**src/rtl/seg_scan_driver.sv**
```systemverilog
`default_nettype none
// ============================================================================
//  Module      : seg_scan_driver
//  Description : Scan driver for an 8-digit common-anode seven-segment display.
//                It multiplexes the active-low digit selects, decodes the
//                returned digit value and blanks the segments at the start
//                of every slot.
//  Revision    : 1.0 - initial release
// ============================================================================
module seg_scan_driver #(
    parameter int SCAN_DIV  = 200000,
    parameter int BLANK_CYC = 1000
) (
    input  logic       clk,
    input  logic       rst,
    input  logic [7:0] en_mask,
    input  logic [7:0] dp_mask,
    input  logic [3:0] num,
    output logic [7:0] dig_sel,
    output logic [7:0] seg,
    output logic       frame_tick
);

    localparam int                 c_CNT_W     = $clog2(SCAN_DIV);
    localparam logic [c_CNT_W-1:0] c_CNT_LAST  = c_CNT_W'(SCAN_DIV - 1);
    localparam logic [c_CNT_W-1:0] c_BLANK_END = c_CNT_W'(BLANK_CYC);
    localparam logic [c_CNT_W-1:0] c_CNT_ONE   = c_CNT_W'(1);

    logic [c_CNT_W-1:0] r_cnt;
    logic [2:0]         r_idx;
    logic [7:0]         r_dig_sel;
    logic [7:0]         r_seg;
    logic               r_frame_tick;

    logic [2:0]         w_idx_next;
    logic               w_dig_on;
    logic [6:0]         w_dec;

    assign w_idx_next = r_idx + 3'd1;
    // A disabled slot leaves every anode off, so the select itself is the enable.
    assign w_dig_on   = ~&r_dig_sel;

    always_comb begin
        w_dec = 7'h7F;
        case (num)
            4'h0: w_dec = 7'h40;
            4'h1: w_dec = 7'h79;
            4'h2: w_dec = 7'h24;
            4'h3: w_dec = 7'h30;
            4'h4: w_dec = 7'h19;
            4'h5: w_dec = 7'h12;
            4'h6: w_dec = 7'h02;
            4'h7: w_dec = 7'h78;
            4'h8: w_dec = 7'h00;
            4'h9: w_dec = 7'h10;
            4'hA: w_dec = 7'h08;
            4'hB: w_dec = 7'h03;
            4'hC: w_dec = 7'h46;
            4'hD: w_dec = 7'h21;
            4'hE: w_dec = 7'h06;
            4'hF: w_dec = 7'h0E;
            default: w_dec = 7'h7F;
        endcase
    end

    always_ff @(posedge clk) begin
        if (rst) begin
            r_cnt        <= c_CNT_LAST;
            r_idx        <= 3'd7;
            r_dig_sel    <= 8'hFF;
            r_seg        <= 8'hFF;
            r_frame_tick <= 1'b0;
        end else if (r_cnt == c_CNT_LAST) begin
            // Slot boundary: segments go dark in the same cycle the anode moves.
            r_cnt        <= '0;
            r_idx        <= w_idx_next;
            r_dig_sel    <= en_mask[w_idx_next] ? ~(8'h01 << w_idx_next) : 8'hFF;
            r_seg        <= 8'hFF;
            r_frame_tick <= (w_idx_next == 3'd0);
        end else begin
            r_cnt        <= r_cnt + c_CNT_ONE;
            r_frame_tick <= 1'b0;
            if ((r_cnt >= c_BLANK_END) && w_dig_on) begin
                r_seg <= {~dp_mask[r_idx], w_dec};
            end else begin
                r_seg <= 8'hFF;
            end
        end
    end

    assign dig_sel    = r_dig_sel;
    assign seg        = r_seg;
    assign frame_tick = r_frame_tick;

endmodule
`default_nettype wire
```
**config.mk**
```make
export PLATFORM = sky130hd
export DESIGN_NAME = seg_scan_driver
export DESIGN_NICKNAME = d
export VERILOG_FILES = /design/src/rtl/seg_scan_driver.sv
export SDC_FILE = /design/constraint.sdc
export NUM_CORES = 1
export LEC_CHECK = 0
export BUFFER_PORTS_ARGS = -buffer_cell sky130_fd_sc_hd__buf_2
export CAP_MARGIN = 20
export CORE_ASPECT_RATIO = 0.7
export CORE_MARGIN = 2
export CORE_UTILIZATION = 23
export CTS_CLUSTER_SIZE = 24
export DETAILED_ROUTE_END_ITERATION = 16
export GPL_TIMING_DRIVEN = 0
export PLACE_DENSITY_LB_ADDON = 0.3
export SYNTH_ARGS = -nofsm -noshare
export SYNTH_HDL_FRONTEND = slang
export SYNTH_SLANG_ARGS = --single-unit
```
**constraint.sdc**
```tcl
create_clock -name clk -period 2.1 [get_ports clk]
set_clock_uncertainty 0.15 [all_clocks]
set_input_delay 0.315 -clock clk [delete_from_list [all_inputs] [get_ports clk]]
set_output_delay 0.315 -clock clk [all_outputs]
set_load 0.005 [all_outputs]
```
After elaboration in Yosys (flattened, before gate mapping) --
Memory sizes are Yosys's and may differ from the RTL's. A register that Yosys moved wholly into a read port is not among the register bits. Cells that the tools add are included. Widths: inputs -> output; s select.
Storage, ports and cells: memory bits (writable) 0, register bits after elaboration 38, bits of input ports 22, memory bits (read-only) 112, output and inout bits 17, memories kept 1, logic and storage cells 31, bits in latches 0
Cells by class: bitwise gates (word level) 4, add/sub/neg operators 2, mux-type cells 6, order comparisons 3, $mul 0, equal/unequal tests 1, reduce and logical (&&, ||, !) cells 7, divide/modulo/power cells 0, shift-type cells 1
Memory list:
- (name not given) | depth 16, width 7, rd ports 1, clocked after Yosys merged registers in 1, write ports 0, line 45 | case (num)
Operators with widths (count):
- $add 18x1->18 const B | 1
- $eq 18x18->1 const B | 1
- $ge 18x10->1 const B | 1
- $mux 18 | 1
- $lt 3x4->1 const B | 2
- $mux 8 | 1
- $not 8->8 | 1
- $reduce_and 8->1 | 1
- $shl 1x3->8 const A | 1
- $bmux 1 s3 | 2
- $reduce_or 2->1 | 2
- $add 3x1->3 const B | 1
- $logic_not 3->1 | 1
- $not 1->1 | 3
- $reduce_or 3->1 | 1
- $mux 1 | 2
- $logic_and 1x1->1 | 1
- $logic_not 1->1 | 1

Depth between registers and ports, before layout --
Gate-level depths: netlist of the first run.
depth in word-level cells 5, depth in mapped cells 7, mapped depth without buffers 6

Worst setup path before layout of the first run --
OpenSTA, ideal clock, no wires.
kind register -> register, start point register r_cnt[0], end point register r_idx[2], arrival 1.640 ns, path buffers 2, stages on the path, launching flop included 8, clock period less this slack 1.925 ns, setup slack 0.175 ns, setup time 0.135 ns, path through dfxtp_1 ha_1 clkbuf_1 nand3_1 or2_4 buf_2 o31ai_1 nand3_1
Between the ends: word-level cells in the longest chain between the ends 1
RTL lines:
- start, declared | line 29 | logic [c_CNT_W-1:0] r_cnt;
- start signal, assigned | line 68 | r_cnt <= c_CNT_LAST;
- start signal, assigned | line 81 | r_cnt <= r_cnt + c_CNT_ONE;
- $eq 18x18->1 | line 73 | end else if (r_cnt == c_CNT_LAST) begin
- end signal, assigned | line 76 | r_idx <= w_idx_next;
- end, declared | line 30 | logic [2:0] r_idx;
No other way between the ends. A chain may end at the register's enable or synchronous reset.

Worst setup path in the final report of the first run --
start point register r_cnt[0], end point register r_idx[1]
Same word-level chain as after synthesis.

==> results of run 1 <==
-- critical path: cells and delay by family, from the launching register on --
kind / cells / cell delay, ns
buffers and inverters: 1 / 0.24
adder cells (fa/ha/maj): 1 / 0.22
AND/OR/NAND/NOR: 3 / 0.67
AO/OA/AOI/OAI: 1 / 0.10
flip-flops: 1 / 0.43
-- cells in the final DEF (no fill, tap or decap), types with 2 or more instances in the layout --
cell	n
nor3_2	5
clkbuf_1	4
xnor2_1	11
clkbuf_16	5
mux4_2	4
nand2_1	11
nand2b_1	2
nand3_1	21
ha_1	12
nor2_1	6
o311ai_1	5
nand4_1	8
nor3_1	15
dfxtp_2	2
buf_4	7
o21ai_0	15
bufinv_16	2
o21ai_1	5
o211ai_1	4
xor2_1	6
nor4_1	5
a21o_1	3
inv_1	13
dfxtp_1	36
a21oi_1	8
and4_1	2
buf_2	40
-- worst max-delay path by stage --
stage	from	end	slack, ns	cells past startpoint
after floorplan	r_cnt[0]	r_idx[2]	0.18	7
after global placement	r_cnt[0]	r_idx[1]	-0.30	7
after detailed placement	r_cnt[0]	r_idx[1]	-0.34	7
after CTS	r_cnt[0]	r_idx[1]	0.008	6
after global routing	r_cnt[15]	r_cnt[5]	0.007	5
final	r_cnt[0]	r_idx[1]	0.14	6
-- cell type report --
cell class	instances	area [sq um]
timing repair buffer	42	220
fill	907	5910
tap	120	150
buffer	10	52.6
clock buffer	6	139
inverter	13	48.8
clock inverter	2	60.1
multi-input combinational	166	1270
sequential	38	763
-- state kept, by name, indices dropped and copies added (netlist names) --
signal      flops
r_cnt          18
dig_sel         8
seg             8
r_idx           3
frame_tick      1
-- report_power, final --
| part | switching (uW) | total [uW] | leakage (uW) | internal [uW] |
|---|---|---|---|---|
| registers | 228 | 1110 | 0.000310 | 878 |
| logic | 864 | 1480 | 0.000663 | 619 |
| clock network | 302 | 1020 | 0.0000971 | 713 |
-- layer usage --
metal  share of wire  wire, um
met5               0         0
met4           0.015        80
met3           0.033       180
met2            0.37      2030
met1            0.58      3170
-- cells by family (layout without fill, tap and decap cells) --
group,count (synthesis),after routing,share of synthesized area
AOI/OAI and AO/OA,45,45,0.143
xor gates and xnor gates,17,17,0.0717
adders and majority gates,13,13,0.0783
buffers and inverters,24,73,0.0476
DFF,38,38,0.366
muxes,5,5,0.0488
and+or+nand+nor,86,86,0.244
-- cells in the mapped netlist, drive strengths merged --
library cell	count
a21o	3
or3	1
nand2	11
o31ai	1
a21oi	8
nor4b	3
ha	13
o21ai	20
clkbuf	6
o211ai	4
or4	1
mux2	1
nor3	20
or2	1
nand3	21
a32oi	1
and4	2
mux4	4
inv	13
nand4	10
o211a	1
nor2	7
dfxtp	38
a2111oi	1
nor4	7
xor2	6
o311ai	5
nand2b	2
a211oi	1
xnor2	11
buf	5
-- metrics by stage --
step | cell area [sq um] | cells | worst slack, ns | total power [uW]
2_1_floorplan | 2080 | 228 | 0.175 | 2090
3_3_place_gp | 2420 | 386 | -0.296 | 2430
3_5_place_dp | 2420 | 386 | -0.340 | 2460
4_1_cts | 2630 | 393 | 0.00757 | 3510
5_1_grt | 2710 | 397 | 0.00732 | 3840
6_report | 2710 | 397 | 0.138 | 3610
-- timing repair --
action,4_1_cts,5_1_grt
hold buffers,0,0
hold endpoints to repair,0,0
endpoints found under the setup margin,26,26
resized for setup,3,13
pin swaps,0,2
buffers inserted,0,4
==> out/qor.csv, run 1 <==
stage,metric,value,unit
status,run_status,completed,
die,core_area,0.00862,sq mm
cells_and_area,num_antenna_cells,0,
clocking,clk_latency,0.28,ns
routing,drc,0,
cells_and_area,area_growth,30.3,%
sta,setup_viol,0,
global_route,met3_usage,0.0198,
clocking,cts_tree,yes,
min_path,hp-class,in -> reg,
power_and_ir_drop,peakVddDrop,0.000456,V
min_path,min_to,seg[1],
sta,rsz0062_at_grt,false,
synthesis,synth_cell_type_count,38,
routing,drt_iter0_drc,92,
global_route,grt-busiest-layer,met1,
worst_setup_path,cpMaxStageDelayCell,dfxtp_2,
synthesis,ys_warn_count,0,
routing,firstDrtPassIters,4,
worst_setup_path,crit_type,reg -> reg,
flow_run,cap_violations,0,
cells_and_area,utilization,0.314,
min_path,worstHoldStart,num[0],
placement,gp_congestion,0.808,
global_route,grt_util_met2,0.144,
routing,viasPerCell,4.69,
placement,dp_hpwl,4110,um
synthesis,yosys.area.top_type_share,0.366,
worst_setup_path,start_kind,flip-flop,
power_and_ir_drop,power_density,1330,mW/mm^2
global_route,grtUsageTotal,0.113,
synthesis,ys_ff_latch,38,
worst_setup_path,r2r-end,r_idx[1],
routing,num_vias,1862,
min_path,hold_path_depth,3,
synthesis,yosysTopAreaCell,dfxtp_1,
power_and_ir_drop,leakage,0.00107,uW
sta,min_period_over_period,0.934,
routing,wl_per_cell,13.8,um
synthesis,seq_area_frac_synth,0.366,
sta,holdWs,0.199,ns
cells_and_area,drive_gt1_frac,0.285,
synthesis,syn_area,0.00208,sq mm
sta,period_minus_slack,1.96,ns
clocking,clockBufferDepth,2,
worst_setup_path,cp.required,2.09,ns
synthesis,synth_fp_nets,263,
clocking,h-tree-depth,2,
global_route,grt_pass1_wl,9030,um
routing,routed_wl,5460,um
worst_setup_path,rr_worst_depth,6,
sta,finalSetupTns,0,ns
worst_setup_path,cp.arrival,1.95,ns
sta,drv_slew,0,
worst_setup_path,max_stage_delay,0.43,ns
synthesis,synth_cells,228,
synthesis,syn_avg_cell_area,9.11,sq um
die,die_area,0.00982,sq mm
sta,fmax,510,MHz
die,rows,28,
sta,worst_pin_slew,0.535,ns
clocking,numCtsBuffers,5,
placement,port_buffers,38,
clocking,clk_pin_slew,0.06,ns
worst_setup_path,path_cells,"ha_4, nand3_1, or2_4, nor2_2, buf_4, o211ai_1",
sta,relSlewSlack,0.644,
die,dieHeight,83.5,um
routing,final_antenna_net_count,0,
synthesis,ys_top_cells_by_area,"dfxtp_1 37%, ha_1 7.8%, nand3_1 5.1%",
worst_setup_path,r2r_start,r_cnt[0],
global_route,grt_use_met1,0.182,
global_route,grt_start_max_net_pins,13,
cells_and_area,layout.nets,311,
global_route,antenna_found_initial,0,
worst_setup_path,r2r_slack,0.14,ns
die,start_util,0.241,
worst_setup_path,cp_max_fo,10,
worst_setup_path,critPathCaptureType,flip-flop,
die,io_pins,39,
global_route,grt_pass1_vias,1690,
clocking,cts_root_buf,clkbuf_16,
sta,hold_violations,0,
clocking,clock_sinks,38,
die,die_w,118,um
global_route,grt-ovfl-total,0,
No activity file was read; power rests on OpenSTA's default activity.
==> inputs of run 2 (changes only) <==
Settings changed: ABC_AREA set to 1.
==> run 2 against run 1 <==
- via count is 8.4% higher
- routed wire length is 0.95% lower
- register-to-register slack better by 0.04 ns
- design area is 1.6% lower
- fmax is 2.0% higher
- combinational power is 23% higher
- non-clock buffer count is 8 lower
- worst hold slack worse by 0.12 ns
- synthesized cell count is 38% higher
- sequential cell count stayed put
- global-route usage is 0.13 points higher
==> out/qor.csv, run 2 <==
stage,metric,value,unit,change
power_and_ir_drop,internal_power,2250,uW,+1.6%
clocking,cts_tree,yes,,
sta,fmax,520,MHz,+2.0%
synthesis,yosys-top-cells-count,"105 x nand2_1, 38 x dfxtp_1, 35 x inv_1, 35 x nand3_1, 29 x nor2_1",,
worst_setup_path,path_buf_inv,4,,+3
cells_and_area,multi_input_area,0.00120,sq mm,-5.7%
synthesis,seq_area_frac_synth,0.354,,-0.0120
die,rows,29,,+3.6%
power_and_ir_drop,peakVddDrop,0.000653,V,+43%
sta,min_period_over_period,0.916,,-0.0184
cells_and_area,num_antenna_cells,0,,unchanged
global_route,antenna_found_initial,0,,unchanged
placement,dp_hpwl,4190,um,+2.1%
worst_setup_path,critPathCaptureType,flip-flop,,
worst_setup_path,r2r_slack,0.18,ns,+0.04 ns
global_route,grt_pass1_wl,9030,um,unchanged
synthesis,synthArstFlopShare,0,,unchanged
global_route,grt-ovfl-total,0,,unchanged
synthesis,ys_warn_count,0,,unchanged
sta,worst_pin_slew,0.524,ns,-0.0107 ns
status,run_status,completed,,
clocking,clk_pin_slew,0.06,ns,about the same
power_and_ir_drop,power,3900,uW,+8.1%
synthesis,synth_top_family_by_area,simple AND/OR/NAND/NOR gates,,
placement,port_buffers,38,,unchanged
min_path,hp-class,in -> reg,,
die,die_w,119,um,+1.6%
worst_setup_path,max_stage_delay,0.40,ns,-0.03 ns
synthesis,synth_adder_area_share,0.0758,,-0.00256
power_and_ir_drop,combPwrFrac,0.467,,+0.056
sta,timing.final.ws_setup,0.177,ns,+0.0386 ns
cells_and_area,drive_gt1_frac,0.172,,-0.113
routing,viasPerCell,4.16,,-11%
cells_and_area,area_growth,24.0,%,
sta,relSlewSlack,0.651,,+0.00710
cells_and_area,final_common_cell,nand2_1,,
worst_setup_path,path_cells,"buf_4, inv_4, ha_1, inv_1, nand3_1, nand2_1, nand2_1, inv_1, nand2_1, nand2_1, nand3_1",,
routing,num_vias,2019,,+8.4%
synthesis,synth_cell_type_count,34,,-11%
cells_and_area,layout.nets,395,,+27%
die,io_pins,39,,unchanged
die,die_area,0.0101,sq mm,+3.2%
worst_setup_path,crit_type,reg -> reg,,
cells_and_area,top_register,r_cnt,,
power_and_ir_drop,leakage,0.00127,uW,+19%
cells_and_area,fillers,1044,,+15%
placement,pre_cts_slack,-0.127,ns,+0.213 ns
synthesis,syn_area,0.00215,sq mm,+3.4%
die,dieHeight,84.8,um,+1.6%
synthesis,ys_ff_latch,38,,unchanged
sta,rsz0062_at_grt,false,,
clocking,cts_root_buf,clkbuf_16,,
worst_setup_path,cpMaxStageDelayCell,dfxtp_1,,
clocking,cts_setup_buffers,0,,unchanged
global_route,grt_start_max_net_pins,13,,unchanged
routing,wl_per_cell,11.2,um,-19%
sta,hold_violations,0,,unchanged
worst_setup_path,cp.required,2.10,ns,about the same
cells_and_area,largest_reg_flops,18,,unchanged
placement,gp_congestion,0.872,,+7.9%
routing,drt_iter0_drc,77,,-16%
sta,setup_viol,0,,unchanged
power_and_ir_drop,clock_power_share,0.222,,-0.060
synthesis,yosys.area.top_type_share,0.354,,-0.0120
global_route,grtUsageTotal,0.114,,+0.00128
global_route,grt_pass1_vias,1907,,+13%
sta,period_minus_slack,1.92,ns,-0.0386 ns
clocking,clockBufferDepth,2,,unchanged
power_and_ir_drop,p_sw,1650,uW,+19%
synthesis,yosysMostFrequentCell,nand2_1,,
synthesis,yosysTopAreaCell,dfxtp_1,,
die,start_util,0.237,,-0.00431
synthesis,synth_ff_type,dfxtp_1,,
clocking,h-tree-depth,2,,unchanged
worst_setup_path,start_kind,flip-flop,,
worst_setup_path,cp.arrival,1.93,ns,-0.02 ns
cells_and_area,regArea,761,sq um,-0.33%
routing,final_antenna_net_count,0,,unchanged
placement,placedInstanceArea,0.00249,sq mm,+3.1%
flow_run,cap_violations,0,,unchanged
synthesis,syn_avg_cell_area,6.82,sq um,-25%
synthesis,synth_cells,315,,+38%
synthesis,synth_edf_count,0,,unchanged
clocking,clk_latency,0.29,ns,about the same
synthesis,synth_mux_area_frac,0,,-0.0488
cells_and_area,layout_common_cells,"105 x nand2_1, 38 x dfxtp_1, 38 x buf_2",,
die,core_area,0.00907,sq mm,+5.3%
cells_and_area,utilization,0.294,,-0.0205
synthesis,synth_xor_area_frac,0.0326,,-0.0391
synthesis,synth_compound_area_frac,0.0682,,-0.0752
routing,routed_wl,5410,um,-0.95%
power_and_ir_drop,switching_share,0.424,,+0.0373
power_and_ir_drop,power_density,1460,mW/mm^2,+9.9%
routing,drc,0,,unchanged
sta,drv_slew,0,,unchanged
synthesis,synth_fp_nets,350,,+33%
routing,firstDrtPassIters,4,,unchanged
power_and_ir_drop,seq_power_share,0.310,,+0.003
worst_setup_path,cp_max_fo,11,,+1
clocking,clock_sinks,38,,unchanged
worst_setup_path,cp_common_cell,nand2_1,,
worst_setup_path,critPathTopFamily,buffers and inverters,,
clocking,numCtsBuffers,5,,unchanged
synthesis,ys_top_cells_by_area,"dfxtp_1 35%, nand2_1 18%, nand3_1 8.2%",,
cells_and_area,stdcell_area,0.00266,sq mm,-1.6%
synthesis,synth-simple-area-share,0.381,,+0.137
run 2: changes by cell type in the layout (fill, tap and decap cells not counted), moves of 6 or more:
| cell | delta |
|---|---|
| nor2_1 | +22 |
| nand2_1 | +94 |
| nor3_1 | -14 |
| xnor2_1 | -9 |
| nand3_1 | +14 |
| inv_1 | +22 |
| buf_4 | -6 |
run 2: final timing paths:
check / startpoint / endpoint / cells after the start
hold reg to reg: r_cnt[15] / r_cnt[15] / 2
setup reg to reg: r_idx[0] / dig_sel[5] / 11
hold / removal: rst / r_cnt[4] / 3
setup / recovery: r_idx[0] / dig_sel[5] / 11
run 2: cell families (layout without fill, tap and decap cells):
group	Yosys count	after routing
AO/OA/AOI/OAI	27	27
XOR/XNOR	8	8
adder cells (fa/ha/maj)	13	13
buffers and inverters	43	89
flip-flops	38	38
AND/OR/NAND/NOR	186	186
run 2: layer usage:
metal,GRT usage,up-vias,routed length (um)
met1,0.164,893,3060
met2,0.157,31,2040
met3,0.0423,5,241
met4,0.0353,0,73
li1,-,1090,-
met5,0,-,0
run 2: worst register-to-register path: stages (launching register included):
cell	delay, ns
dfxtp_1	0.40
buf_4	0.21
inv_4	0.09
ha_1	0.35
inv_1	0.09
nand3_1	0.07
nand2_1	0.07
nand2_1	0.06
inv_1	0.11
nand2_1	0.06
nand2_1	0.07
nand3_1	0.06
run 2: what timing repair did:
item,in CTS,in global routing
endpoints found under the setup margin,8,9
gates resized for setup,1,2
endpoints found under the hold margin,0,0
hold buffers,0,0
run 2: metrics by stage:
step | instances | hold WS (ns) | setup TNS [ns]
global placement | 477 | 0.341 | -0.665
global route | 485 | 0.113 | 0
floorplan | 315 | 0.265 | 0
finish | 485 | 0.0821 | 0
CTS | 485 | 0.0783 | 0
detailed placement | 477 | 0.338 | -0.683
run 2: cell type report:
type	instances	share of cell area
plain buffers	6	0.0169
clock buffers	5	0.0470
clock inverters	3	0.0150
inverters	37	0.0550
multi-input cells	234	0.451
flip-flops and latches	38	0.286
well taps	124	0.0583
repair buffers	38	0.0714
run 2: power groups by stage:
stage | sequential [uW] | combinational [uW] | clock [uW]
2_1_floorplan | 1180 | 1360 | 0
3_3_place_gp | 1220 | 1800 | 0
3_5_place_dp | 1220 | 1820 | 0
4_1_cts | 1210 | 1830 | 884
5_1_grt | 1240 | 2080 | 921
6_report | 1210 | 1820 | 867
==> inputs of run 3 (changes only) <==
Clock period 2.1 ns to 1.6 ns, I/O delays scaled along.
==> run 3 against run 2 <==
- first-iteration DRC count grew 14%
- non-clock buffer count rose by 16
- via count rose by 5.6%
- global-route usage is 0.94 points higher
- critical path depth unchanged
- critical endpoint is now dig_sel[1]
==> out/qor.csv, run 3 (same netlist as run 2, synthesis figures left out) <==
stage,metric,value,unit,change
status,run_status,completed,,
clocking,clockBufferDepth,2,,unchanged
cells_and_area,num_antenna_cells,0,,unchanged
sta,rsz0062_at_grt,true,,
sta,min_period_over_period,0.999,,+0.0835
routing,routed_wl,5800,um,+7.1%
min_path,worstHoldStart,rst,,
routing,wl_per_cell,11.6,um,+3.9%
sta,period_minus_slack,1.60,ns,-0.324 ns
sta,setup_viol,0,,unchanged
power_and_ir_drop,power_density,2000,mW/mm^2,+37%
global_route,grt_pass1_vias,2084,,+9.3%
global_route,grt-ovfl-total,0,,unchanged
worst_setup_path,critPathCaptureType,flip-flop,,
cells_and_area,layout_common_cells,"97 x nand2_1, 38 x buf_2, 34 x nand3_1",,
power_and_ir_drop,power,6020,uW,+54%
worst_setup_path,crit_start,r_idx[0],,
worst_setup_path,path_buf_inv,4,,unchanged
worst_setup_path,cp_max_fo,4,,-7
worst_setup_path,critPathTopFamily,simple AND/OR/NAND/NOR gates,,
flow_run,cap_violations,0,,unchanged
clocking,cts_hold_buf,0,,unchanged
clocking,h-tree-depth,2,,unchanged
worst_setup_path,cpMaxStageDelayCell,dfxtp_4,,
die,dieHeight,84.8,um,unchanged
min_path,hp-class,in -> reg,,
global_route,grtUsageTotal,0.124,,+0.00943
die,core_area,0.00907,sq mm,unchanged
routing,firstDrtPassIters,5,,+1
clocking,clock_sinks,38,,unchanged
sta,holdWs,0.0239,ns,-0.0583 ns
cells_and_area,largest_reg_flops,18,,unchanged
cells_and_area,area_growth,40.0,%,
die,die_w,119,um,unchanged
worst_setup_path,cp.arrival,1.60,ns,-0.33 ns
routing,num_vias,2133,,+5.6%
worst_setup_path,r2r_slack,0.001,ns,-0.18 ns
clocking,clk_pin_slew,0.06,ns,about the same
placement,port_buffers,38,,unchanged
cells_and_area,layout.nets,411,,+4.1%
clocking,numCtsBuffers,5,,unchanged
sta,hold_violations,0,,unchanged
worst_setup_path,r2r-end,dig_sel[1],,
routing,drc,0,,unchanged
min_path,min_to,r_cnt[4],,
worst_setup_path,crit_type,reg -> reg,,
clocking,clk_latency,0.29,ns,about the same
die,start_util,0.237,,unchanged
routing,drt_iter0_drc,88,,+14%
sta,drv_slew,0,,unchanged
global_route,grt_start_max_net_pins,12,,-1
worst_setup_path,r2r_start,r_idx[0],,
clocking,cts_root_buf,clkbuf_16,,
sta,worst_pin_slew,0.534,ns,+0.0104 ns
die,rows,29,,unchanged
sta,relSlewSlack,0.644,,-0.00692
sta,fmax,625,MHz,+20%
cells_and_area,multi_input_area,0.00130,sq mm,+8.6%
cells_and_area,regArea,800,sq um,+5.1%
power_and_ir_drop,leakage,0.00140,uW,+10%
die,io_pins,39,,unchanged
placement,gp_congestion,0.820,,-5.9%
die,die_area,0.0101,sq mm,unchanged
worst_setup_path,cp.required,1.60,ns,-0.50 ns
worst_setup_path,max_stage_delay,0.36,ns,-0.04 ns
routing,final_antenna_net_count,0,,unchanged
worst_setup_path,start_kind,flip-flop,,
worst_setup_path,rr_worst_depth,11,,unchanged
min_path,hold_path_depth,3,,unchanged
clocking,cts_tree,yes,,
cells_and_area,top_register,r_cnt,,
cells_and_area,final_common_cell,nand2_1,,
global_route,grt_pass1_wl,9860,um,+9.3%
placement,dp_hpwl,4090,um,-2.6%
worst_setup_path,path_cells,"buf_6, clkinv_8, ha_4, inv_2, nand3_2, nand2_2, nand2_2, inv_2, nand2_1, nand2_1, nand3_1",,
global_route,antenna_found_initial,0,,unchanged
power_and_ir_drop,peakVddDrop,0.000876,V,+34%
cells_and_area,drive_gt1_frac,0.303,,+0.131
routing,viasPerCell,4.27,,+2.5%
cells_and_area,fillers,1014,,-2.9%
## run 3: cell count changes in the layout (fill, tap and decap cells not counted), sizes merged
cell | previous run | this run
buf | 41 | 56
clkbuf | 8 | 9
clkinv | 3 | 2
bufbuf | 0 | 1
inv | 36 | 35
## run 3: stage by stage
stage	utilization	std cells	setup TNS [ns]	cell area [sq um]	setup WS [ns]
3_3_place_gp	0.278	477	-5.45	2520	-0.214
3_5_place_dp	0.278	477	-5.94	2520	-0.247
2_1_floorplan	-	315	0	2180	0.00581
5_1_grt	0.331	500	-1.04	3010	-0.0917
6_report	0.331	500	0	3010	0.00102
4_1_cts	0.318	496	-0.101	2880	-0.0151
## run 3: metal layers
layer | vias to the layer above | track usage | share of wire
li1 | 1128 | - | -
met1 | 944 | 0.174 | 0.52
met2 | 54 | 0.178 | 0.40
met3 | 7 | 0.0370 | 0.062
met4 | 0 | 0.0460 | 0.015
met5 | - | 0 | 0
## run 3: worst reg2reg max path, stage by stage (launching register included)
cell and delay (ns):
dfxtp_4 0.36, buf_6 0.12, clkinv_8 0.05, ha_4 0.25
inv_2 0.06, nand3_2 0.08, nand2_2 0.08, nand2_2 0.06
inv_2 0.07, nand2_1 0.04, nand2_1 0.06, nand3_1 0.08
## run 3: worst max-delay path by stage
stage	to	depth (start not counted)	slack, ns
detailed placement	r_cnt[16]	8	-0.25
global route	r_cnt[17]	7	-0.09
floorplan	r_idx[0]	7	0.006
CTS	dig_sel[3]	8	-0.02
global placement	dig_sel[6]	7	-0.21
finish	dig_sel[1]	11	0.001
## run 3: report_power, final
group	switching [uW]	internal [uW]	total (uW)	leakage [uW]
Clock	392	769	1160	0.0000829
Combinational	1720	1470	3200	0.000999
Sequential	333	1330	1660	0.000315
## run 3: what timing repair did
item                                    CTS  global route
setup buffers                            11             4
resized for setup                        26            29
pin swaps                                 5            26
cloned                                    1             0
endpoints found under the setup margin   36            31
## run 3: cell type report
type | count | share of cell area
Timing Repair Buffer | 54 | 0.124
Buffer | 6 | 0.0175
Clock inverter | 1 | 0.00999
Sequential cell | 38 | 0.266
Multi-Input combinational cell | 234 | 0.433
Inverter | 37 | 0.0520
Tap cell | 124 | 0.0516
Clock buffer | 6 | 0.0462
